==> src/rtl/multi_led_flasher_pkg.sv <==
// Shared definitions for the multi-channel LED flasher and its neighbours
// (button/debounce blocks, board top level).
//   mode_e       : per-channel LED mode encoding, OFF -> ON -> FLASH -> FAST -> OFF
//   ModeWidth    : bits per mode field
//   next_mode()  : successor in the mode sequence, FAST wraps to OFF
package multi_led_flasher_pkg;

  localparam int unsigned ModeWidth = 2;

  typedef enum logic [ModeWidth-1:0] {
    ModeOff   = 2'd0,
    ModeOn    = 2'd1,
    ModeFlash = 2'd2,
    ModeFast  = 2'd3
  } mode_e;

  // Plain modulo-4 increment; relies on the 2-bit field wrapping 3 -> 0.
  function automatic mode_e next_mode(mode_e m);
    logic [ModeWidth-1:0] v;
    v = m;
    v = v + 2'd1;
    return mode_e'(v);
  endfunction

endpackage

==> src/rtl/multi_led_flasher_tick.sv <==
// tick_gen: free-running divider producing a one-cycle pulse every DIV cycles.
//   clk_in : clock, rising edge
//   rst_in : synchronous active-high reset, counter returns to 0
//   tick_o : high for the single cycle in which the counter holds DIV-1
// The counter runs 0..DIV-1; the first pulse is DIV-1 cycles after reset release.
module tick_gen #(
  parameter int unsigned DIV = 4
) (
  input  logic clk_in,
  input  logic rst_in,
  output logic tick_o
);

  localparam int unsigned CntW = (DIV > 1) ? $clog2(DIV) : 1;
  localparam logic [CntW-1:0] CntMax = CntW'(DIV - 1);

  logic [CntW-1:0] cnt_q, cnt_d;

  always_comb begin
    tick_o = (cnt_q == CntMax);
    cnt_d  = tick_o ? '0 : cnt_q + 1'b1;
  end

  always_ff @(posedge clk_in) begin
    if (rst_in) begin
      cnt_q <= '0;
    end else begin
      cnt_q <= cnt_d;
    end
  end

endmodule

==> src/rtl/multi_led_flasher.sv <==
// multi_led_flasher: N-channel LED driver with per-channel mode cycling and shared PWM dimming.
//   clk_in      : clock, all logic on the rising edge
//   rst_in      : synchronous active-high reset
//   toggle_mode : per-channel level input, each rising edge advances that channel's mode
//   brightness  : shared PWM duty (0 = dark, all-ones = fully on)
//   led_out     : registered LED drive, 1 = lit
//   mode_out    : current mode per channel, channel i in bits [2i+1:2i]
// All channels share one slow and one fast timebase so same-mode channels blink in phase.
module multi_led_flasher
  import multi_led_flasher_pkg::*;
#(
  parameter int unsigned CLK_FREQ_HZ    = 50_000_000,
  parameter int unsigned FLASH_RATE_mHz = 1000,
  parameter int unsigned NUM_CH         = 4,
  parameter int unsigned PWM_BITS       = 4
) (
  input  logic                          clk_in,
  input  logic                          rst_in,
  input  logic [NUM_CH-1:0]             toggle_mode,
  input  logic [PWM_BITS-1:0]           brightness,
  output logic [NUM_CH-1:0]             led_out,
  output logic [ModeWidth*NUM_CH-1:0]   mode_out
);

  // 64-bit arithmetic: CLK_FREQ_HZ * 1000 overflows 32 bits at realistic clock rates.
  localparam longint unsigned HalfL =
      (64'(CLK_FREQ_HZ) * 64'd1000) / (64'd2 * 64'(FLASH_RATE_mHz));
  localparam int unsigned Half    = 32'(HalfL);
  localparam int unsigned FastDiv = Half / 4;

  if (Half < 4) begin : g_half_check
    $error("multi_led_flasher: HALF period must be at least 4 cycles");
  end
  if (NUM_CH < 1 || NUM_CH > 16) begin : g_ch_check
    $error("multi_led_flasher: NUM_CH must be 1..16");
  end
  if (PWM_BITS < 2 || PWM_BITS > 8) begin : g_pwm_check
    $error("multi_led_flasher: PWM_BITS must be 2..8");
  end

  logic slow_tick, fast_tick;

  tick_gen #(.DIV(Half)) u_slow_tick (
    .clk_in (clk_in),
    .rst_in (rst_in),
    .tick_o (slow_tick)
  );

  tick_gen #(.DIV(FastDiv)) u_fast_tick (
    .clk_in (clk_in),
    .rst_in (rst_in),
    .tick_o (fast_tick)
  );

  logic                slow_ph_q, fast_ph_q;
  logic [PWM_BITS-1:0] pwm_cnt_q;
  logic [NUM_CH-1:0]   tog_q;
  logic                pwm_on;

  // All-ones is forced fully on; otherwise the counter compare would leave one dark slot.
  always_comb begin
    pwm_on = (&brightness) | (pwm_cnt_q < brightness);
  end

  always_ff @(posedge clk_in) begin
    if (rst_in) begin
      slow_ph_q <= 1'b0;
      fast_ph_q <= 1'b0;
      pwm_cnt_q <= '0;
      tog_q     <= '1;  // input held high through reset must not count as an edge
    end else begin
      slow_ph_q <= slow_ph_q ^ slow_tick;
      fast_ph_q <= fast_ph_q ^ fast_tick;
      pwm_cnt_q <= pwm_cnt_q + 1'b1;
      tog_q     <= toggle_mode;
    end
  end

  for (genvar i = 0; i < NUM_CH; i++) begin : g_ch
    mode_e mode_q, mode_d;
    logic  led_q, led_d;

    always_comb begin
      mode_d = mode_q;
      if (toggle_mode[i] && !tog_q[i]) begin
        mode_d = next_mode(mode_q);
      end
      led_d = 1'b0;
      unique case (mode_q)
        ModeOff:   led_d = 1'b0;
        ModeOn:    led_d = pwm_on;
        ModeFlash: led_d = slow_ph_q & pwm_on;
        ModeFast:  led_d = fast_ph_q & pwm_on;
        default:   led_d = 1'b0;
      endcase
    end

    always_ff @(posedge clk_in) begin
      if (rst_in) begin
        mode_q <= ModeOff;
        led_q  <= 1'b0;
      end else begin
        mode_q <= mode_d;
        led_q  <= led_d;
      end
    end

    assign led_out[i]                       = led_q;
    assign mode_out[ModeWidth*i +: ModeWidth] = mode_q;
  end

endmodule

==> config.mk <==
export PLATFORM = sky130hd
export DESIGN_NAME = multi_led_flasher
export DESIGN_NICKNAME = d
export VERILOG_FILES = /design/src/rtl/multi_led_flasher_pkg.sv /design/src/rtl/multi_led_flasher_tick.sv /design/src/rtl/multi_led_flasher.sv
export SDC_FILE = /design/constraint.sdc
export NUM_CORES = 1
export LEC_CHECK = 0
export BUFFER_PORTS_ARGS = -buffer_cell sky130_fd_sc_hd__clkbuf_2
export CORE_UTILIZATION = 45
export CTS_CLUSTER_DIAMETER = 40
export CTS_CLUSTER_SIZE = 16
export DETAILED_ROUTE_END_ITERATION = 10
export PLACE_DENSITY_LB_ADDON = 0.05
export SYNTH_ARGS = -nofsm -noshare
export SYNTH_HDL_FRONTEND = slang
export SYNTH_HIERARCHICAL = 1
export SYNTH_SLANG_ARGS = --single-unit
==> constraint.sdc <==
create_clock -name clk_in -period 2.47 [get_ports clk_in]
set_input_delay 0.741 -clock clk_in [delete_from_list [all_inputs] [get_ports clk_in]]
set_output_delay 0.741 -clock clk_in [all_outputs]
set_load 0.01 [all_outputs]
==> out/results.txt, run 1 <==
Slowest cell on crit path: or4_4
Peak Freq: 494 MHz
Number of flops mapped to enable cells by yosys: 0
CTS tree: built
Die Span Y: 90.1 um
N_diodes: 0
Initial antenna violation count: 0
Minimum clock period: 2.02 ns
CP arrival: 2.26 ns
Post-synth top area cell: dfxtp_1
Clock slew at reported path FFs: 0.07 ns
Vias per cell: 5.22
H-tree levels: 3
Drt first pass iters: 4
Antenna-violating nets left: 0
Total GRT Usage: 17.4%
Iteration-0 DRC Markers: 109
Die ar.: 8120 um^2
Clock buffer depth: 2
Io pins: 22
TritonCTS Buffers: 9
Clk Tree Root Cell: clkbuf_8
Final period util: 81.9%
Layout net count: 417
Dominant synthesized flop cell: dfxtp_1
Clock Power Share: 38.3%
Worst-path cell chain: or4_4, o41ai_4, buf_4, nor2_1
Final Setup Violations: 0
Initial Utilization: 47.4%
RSZ-0062 raised after global routing: no
Register area share after synthesis: 40.1%
Fillers: 724
Pleak: 1.40 nW
Slew @ Worst Pin: 0.545 ns
Final hold vios: 0
Post-DP Area: 3640 um^2
Yosys top cell area share: 40.1%
FF-to-FF path depth: 4
#FFs+latches synth: 70
Dpl ws: 0.447 ns
Final wirelength: 6510 um
Share of layout cells above drive strength 1: 20.0%
Syn Nets: 396
Req. time, crit path: 2.70 ns
DRC: 0
Switching pwr: 0.521 mW
Area contributors post-synth: dfxtp_1, ha_1, xor2_1
Max-cap violations: 0
CP peak stage delay: 0.59 ns
FF+latch area: 1400 um^2
Pins Over Slew Limit: 0
Hold path depth: 1
RD Place Congestion: 0.741
Synth Warn #: 6
Min setup slack post-route: 0.448 ns
Critical path fanouts, max: 11
Count leader, synth: dfxtp_1
Area of the multi-input gates: 1900 um^2
Syn-to-layout area delta: 8.89%
Hpwl dp: 4600 um
Hold Crit Class: reg2reg
Number of setup buffers added after CTS: 0
Sw frac: 25.0%
Internal: 1.56 mW
Inst Count DP: 473
Synth unique cells: 44
Setup Skew: 0.00860 ns
Type of the worst setup path: reg2reg
Critical Path Start Type: flip-flop
Post_cts resized: 0
Final instance area: 3800 um^2
Num rows: 31
Post-Route Setup TNS: 0 ns
Post-synth ARST share: 0%
Vias in the first global route: 2487
Clock sinks: 70
Slew HR: 63.5%
Worst VDD drop: 0.000304 V
Logic pwr share: 5.5%
Chip width: 90.1 um
Core ar.: 7370 um^2
Post-synth top cells: dfxtp_1, nor2_1, ha_1, xor2_1, nand2_1
Non-filler instance count after layout: 489
Syn Inst Count: 364
Routed WL per cell: 13.3 um
Mapped Area: 3490 um^2
Post-CTS Hold Buffers: 0
Clk_lat worst skew: 0.34 ns
Largest net degree at the start of global routing: 14
Power Density: 548 nW/um^2
Port Buffers: 21
Grt ovf: 0
Crit end category: flip-flop
Utilization after layout: 51.6%
Sequential share of power: 56.2%
First-pass GRT wire length: 11500 um
DR vias: 2553
Status: finished, final reports clean
Avg Synthesized Cell Area: 9.59 um^2
-- cells by family (layout without fill, tap and decap cells) --
logic type,after synthesis,in the layout,share of synthesized area (%)
compound gates,53,53,11.5
mux,4,4,1.15
flops,70,70,40.1
fa+ha+maj,22,22,7.88
simple gates,150,150,25.8
xor+xnor,32,32,8.03
buf+inv,33,59,5.45
-- state kept, by name, summed over array words and instances (netlist names) --
name / cells
u_slow_tick/cnt_q: 25
u_fast_tick/cnt_q: 23
g_ch.mode_q: 8
g_ch.led_q: 4
pwm_cnt_q: 4
tog_q: 4
fast_ph_q: 1
slow_ph_q: 1
-- per-stage QoR --
| stage | hold WS [ns] | power, mW |
|---|---|---|
| 2_1_floorplan | 0.426 | 1.28 |
| 3_3_place_gp | 0.439 | 1.31 |
| 3_5_place_dp | 0.454 | 1.31 |
| 4_1_cts | 0.467 | 2.12 |
| 5_1_grt | 0.492 | 2.19 |
| 6_report | 0.463 | 2.08 |
-- placed cells by master (no fill, tap or decap), drive strengths merged, types with 5 or more instances in the layout --
master	instances
or3	10
nand2	18
nor2b	6
buf	6
a211oi	5
and4	10
xor2	21
nor2	41
inv	16
xnor2	11
ha	22
clkbuf	31
o21ai	11
nand3	17
a21oi	19
or4	11
nand4	18
o31ai	9
dfxtp	70
-- layer usage --
metal  GRT usage (%)  vias up  wire length (um)
li1                -     1331                 -
met1            22.5     1180              3290
met2            27.4       37              2910
met3            5.84        5               244
met4            5.65        0                65
met5               0        -                 0
-- final cells by class --
class                   count  area share [%]
flip-flops and latches     70            36.9
inverters                  16            1.58
clock buffers              10            3.36
clock inverters             6            1.02
repair buffers             27            3.95
multi-input cells         261            50.0
well taps                  99            3.26
-- worst paths after layout --
kind | start | to | slack [ns]
worst min register to register | u_slow_tick/cnt_q[0] | u_slow_tick/cnt_q[0] | 0.46
worst min-delay path | u_slow_tick/cnt_q[0] | u_slow_tick/cnt_q[0] | 0.46
worst max-delay path | u_slow_tick/cnt_q[8] | u_slow_tick/cnt_q[10] | 0.45
worst max register to register | u_slow_tick/cnt_q[8] | u_slow_tick/cnt_q[10] | 0.45
-- power by group through the flow --
stage	registers [mW]	clock network (mW)	logic (mW)
global route	1.17	0.883	0.133
floorplan	1.19	0	0.0864
global placement	1.20	0	0.114
detailed placement	1.20	0	0.116
finish	1.17	0.799	0.115
CTS	1.17	0.835	0.117
-- critical path: cells and delay by family, from the launching register on --
| family | cells | cell delay, ns |
|---|---|---|
| AND/OR/NAND/NOR | 2 | 0.66 |
| flip-flops | 1 | 0.44 |
| buffers and inverters | 1 | 0.28 |
| AO/OA/AOI/OAI | 1 | 0.55 |
No activity file was read; power rests on OpenSTA's default activity.
==> inputs of run 2 (changes only) <==
- clock period: 2.47 -> 1.75 ns (I/O delays scaled with it)
==> out/results.txt, run 2 (synthesis results as in run 1) <==
Status: finished with violations
Violated checks: negative setup slack
Min setup slack post-route: -0.0100 ns
Final hold vios: 0
Initial Utilization: 47.4%
Routed WL per cell: 13.3 um
CTS tree: built
Hold endpoint: tog_q[0]
Largest regs: u_slow_tick/cnt_q: 25 flops, u_fast_tick/cnt_q: 23 flops, g_ch.mode_q: 8 flops
H-tree levels: 3
Final Setup Violations: 10
Final wirelength: 6890 um
Pins Over Slew Limit: 0
Top reg by flops: u_slow_tick/cnt_q
CP peak stage delay: 0.56 ns
Peak Freq: 568 MHz
Largest net degree at the start of global routing: 19
Clk_lat worst skew: 0.34 ns
Type of the worst setup path: reg2reg
Req. time, crit path: 1.97 ns
CP top delay family: simple AND/OR/NAND/NOR gates
Die Span Y: 90.1 um
First-pass GRT wire length: 11200 um
Bufs and invs on worst path: 2
Clock slew at reported path FFs: 0.08 ns
Vias per cell: 5.31
Antenna-violating nets left: 0
Slew @ Worst Pin: 0.345 ns
Port Buffers: 21
Core ar.: 7370 um^2
R2R setup slack: -0.01 ns
Hold Crit Class: in2reg
Worst-path cell chain: or4_4, o41ai_4, buf_6, clkbuf_16, a21oi_2
RSZ-0062 raised after global routing: yes
Reg2reg end: u_fast_tick/cnt_q[19]
Clock buffer depth: 2
Total GRT Usage: 17.0%
Hold_sp: toggle_mode[0]
Layout net count: 446
Io pins: 22
Clock sinks: 70
Clk Tree Root Cell: clkbuf_8
Final instance area: 4220 um^2
Syn-to-layout area delta: 20.7%
Grt ovf: 0
N_diodes: 0
CP arrival: 1.98 ns
Pleak: 1.59 nW
Max reg flops: 25
Drt first pass iters: 4
Max-cap violations: 0
DRC: 0
R2R Path Start: u_fast_tick/cnt_q[6]
RD Place Congestion: 0.761
Minimum clock period: 1.76 ns
Die ar.: 8120 um^2
Iteration-0 DRC Markers: 113
Vias in the first global route: 2478
Num rows: 31
Chip width: 90.1 um
Utilization after layout: 57.2%
Critical path fanouts, max: 5
Slew HR: 76.9%
Final period util: 101%
Power Density: 782 nW/um^2
Slowest cell on crit path: or4_4
DR vias: 2749
Hpwl dp: 4700 um
Post-CTS Hold Buffers: 0
Hold path depth: 2
Share of layout cells above drive strength 1: 30.3%
Critical Path Start Type: flip-flop
TritonCTS Buffers: 9
Post-DP Area: 3790 um^2
Initial antenna violation count: 0
Commonest non-fill, non-tap cell in the layout: dfxtp_1
Crit end category: flip-flop
Commonest non-fill, non-tap cells in the layout: dfxtp_1, buf_4, nor2_1
Worst VDD drop: 0.000490 V
FF-to-FF path depth: 5
Setup Skew: 0.0114 ns
==> run 2: metrics by stage <==
stage | cells | hold WS [ns] | TNS [ns] | total power, mW | setup WS (ns)
2_1_floorplan | 364 | 0.426 | 0 | 1.81 | 0.0414
3_3_place_gp | 492 | 0.450 | 0 | 1.85 | 0.0551
3_5_place_dp | 492 | 0.453 | 0 | 1.86 | 0.0328
4_1_cts | 508 | 0.349 | 0 | 3.32 | 0.00401
5_1_grt | 518 | 0.350 | -1.19 | 3.45 | -0.0589
6_report | 518 | 0.369 | -0.0519 | 3.30 | -0.0100
==> run 2: worst max-delay path by stage <==
| stage | startpoint | slack (ns) | cells past startpoint | endpoint |
|---|---|---|---|---|
| after CTS | u_slow_tick/cnt_q[18] | 0.004 | 6 | slow_ph_q |
| after global routing | u_slow_tick/cnt_q[0] | -0.06 | 7 | u_slow_tick/cnt_q[5] |
| after global placement | u_slow_tick/cnt_q[18] | 0.06 | 6 | slow_ph_q |
| after detailed placement | u_slow_tick/cnt_q[18] | 0.03 | 6 | slow_ph_q |
| final | u_fast_tick/cnt_q[6] | -0.01 | 5 | u_fast_tick/cnt_q[19] |
| after floorplan | u_slow_tick/cnt_q[0] | 0.04 | 7 | u_slow_tick/cnt_q[19] |
==> run 2: metal layers <==
metal,global-route usage (%),wire [um],up-vias
met5,0,0,-
li1,-,-,1399
met2,25.8,3080,51
met1,22.8,3480,1295
met3,5.58,274,4
met4,5.38,48,0
==> run 2: layout make-up <==
| class | instances | area, um^2 |
|---|---|---|
| Tap cell | 99 | 124 |
| Clock inverter | 6 | 85.1 |
| Inverter | 16 | 60.1 |
| Multi-Input combinational cell | 261 | 1960 |
| Fill cell | 675 | 3150 |
| Clock buffer | 10 | 138 |
| Sequential cell | 70 | 1410 |
| Timing Repair Buffer | 56 | 434 |
==> run 2: what timing repair did <==
action,in CTS,in global routing
endpoints found under the setup margin,0,46
setup buffers,0,6
resized for setup,0,29
==> run 2: power by group <==
part           leakage (nW)  internal (mW)  switching [mW]
Sequential            0.571           1.62          0.0283
Combinational         0.912          0.102          0.0982
Clock                 0.108          0.836           0.612
Total                  1.59           2.56           0.739
==> inputs of run 3 (changes only) <==
- MAX_ROUTING_LAYER: unset -> met4
==> out/results.txt, run 3 (synthesis results as in run 1) <==
Status: finished with violations
Violated checks: negative setup slack
Hpwl dp: 4700 um
CP peak stage delay: 0.56 ns
Utilization after layout: 57.2%
Type of the worst setup path: reg2reg
Slew HR: 76.9%
Drt first pass iters: 4
Final Setup Violations: 11
Vias per cell: 5.31
Power Density: 782 nW/um^2
Max-cap violations: 0
End of the critical path: u_fast_tick/cnt_q[19]
Reg2reg end: u_fast_tick/cnt_q[19]
First-pass GRT wire length: 11200 um
Clk Tree Root Cell: clkbuf_8
Final period util: 101%
H-tree levels: 3
Commonest non-fill, non-tap cells in the layout: dfxtp_1, buf_4, nor2_1
Total Power: 3.30 mW
Req. time, crit path: 1.97 ns
RD Place Congestion: 0.771
Critical path fanouts, max: 5
TritonCTS Buffers: 9
Iteration-0 DRC Markers: 115
Hold Crit Class: in2reg
Die ar.: 8120 um^2
Layout net count: 446
Clk_lat worst skew: 0.34 ns
Grt ovf: 0
Setup Skew: 0.0116 ns
Top reg by flops: u_slow_tick/cnt_q
Final hold vios: 0
N_diodes: 0
Worst VDD drop: 0.000487 V
Slowest cell on crit path: or4_4
FF-to-FF path depth: 5
RSZ-0062 raised after global routing: yes
Share of layout cells above drive strength 1: 30.3%
R2R Path Start: u_fast_tick/cnt_q[6]
Port Buffers: 21
CTS tree: built
Largest net degree at the start of global routing: 19
CP startpoint: u_fast_tick/cnt_q[6]
CP arrival: 1.98 ns
Clock slew at reported path FFs: 0.08 ns
Num rows: 31
Syn-to-layout area delta: 20.7%
Commonest non-fill, non-tap cell in the layout: dfxtp_1
Total GRT Usage: 17.4%
Inst Count DP: 492
Core ar.: 7370 um^2
Clock sinks: 70
Max reg flops: 25
Crit end category: flip-flop
Initial antenna violation count: 0
Non-filler instance count after layout: 518
Minimum clock period: 1.76 ns
Die Span Y: 90.1 um
Peak Freq: 568 MHz
Io pins: 22
R2R setup slack: -0.01 ns
Largest regs: u_slow_tick/cnt_q: 25 flops, u_fast_tick/cnt_q: 23 flops, g_ch.mode_q: 8 flops
Chip width: 90.1 um
Vias in the first global route: 2481
Initial Utilization: 47.4%
DRC: 0
Routed WL per cell: 13.3 um
Min setup slack post-route: -0.0106 ns
Slew @ Worst Pin: 0.345 ns
Min Hold Slack: 0.371 ns
Pins Over Slew Limit: 0
DR vias: 2752
Antenna-violating nets left: 0
Worst-path cell chain: or4_4, o41ai_4, buf_6, clkbuf_16, a21oi_2
Critical Path Start Type: flip-flop
Pleak: 1.59 nW
Final wirelength: 6870 um
Clock buffer depth: 2
-- run 3: cell counts in the layout (fill, tap and decap cells not counted) --
No cell type changed its count.
-- run 3: worst min-delay path by stage --
stage | from | to | cells after the start
2_1_floorplan | u_slow_tick/cnt_q[0] | u_slow_tick/cnt_q[0] | 1
3_3_place_gp | u_fast_tick/cnt_q[0] | u_fast_tick/cnt_q[0] | 1
3_5_place_dp | u_fast_tick/cnt_q[0] | u_fast_tick/cnt_q[0] | 1
4_1_cts | toggle_mode[0] | tog_q[0] | 2
5_1_grt | toggle_mode[0] | tog_q[0] | 2
6_report | toggle_mode[0] | tog_q[0] | 2
-- run 3: cell type report --
class	count	area, um^2
Tap cell	99	124
Timing Repair Buffer	56	434
Fill cell	675	3150
Inverter	16	60.1
Sequential cell	70	1410
Multi-Input combinational cell	261	1960
Clock inverter	6	85.1
Clock buffer	10	138
-- run 3: metrics by stage --
step / setup slack [ns] / cell area, um^2 / TNS [ns]
2_1_floorplan: 0.0414 / 3490 / 0
3_3_place_gp: 0.0551 / 3790 / 0
3_5_place_dp: 0.0328 / 3790 / 0
4_1_cts: 0.00401 / 4010 / 0
5_1_grt: -0.0589 / 4220 / -1.19
6_report: -0.0106 / 4220 / -0.0575
-- run 3: timing repair --
action                     4_1_cts  5_1_grt
buffers inserted                 0        6
setup endpoints to repair        0       46
gates resized for setup          0       29
hold buffers                     0        0
-- run 3: where the power goes --
group          internal [mW]  switching (mW)
registers               1.62          0.0284
clock network          0.836           0.610
logic                  0.102          0.0981
-- run 3: critical path: cells and delay by family (launching register included) --
| kind | cells | cell delay, ns |
|---|---|---|
| compound gates | 2 | 0.38 |
| flops | 1 | 0.35 |
| buf+inv | 2 | 0.35 |
| simple gates | 1 | 0.56 |
-- run 3: layer usage --
metal / up-vias / wire length, um / GRT usage (%)
li1: 1398 / - / -
met1: 1295 / 3480 / 22.8
met2: 50 / 3060 / 25.8
met3: 9 / 254 / 4.82
met4: 0 / 70 / 6.18
met5: - / 0 / -
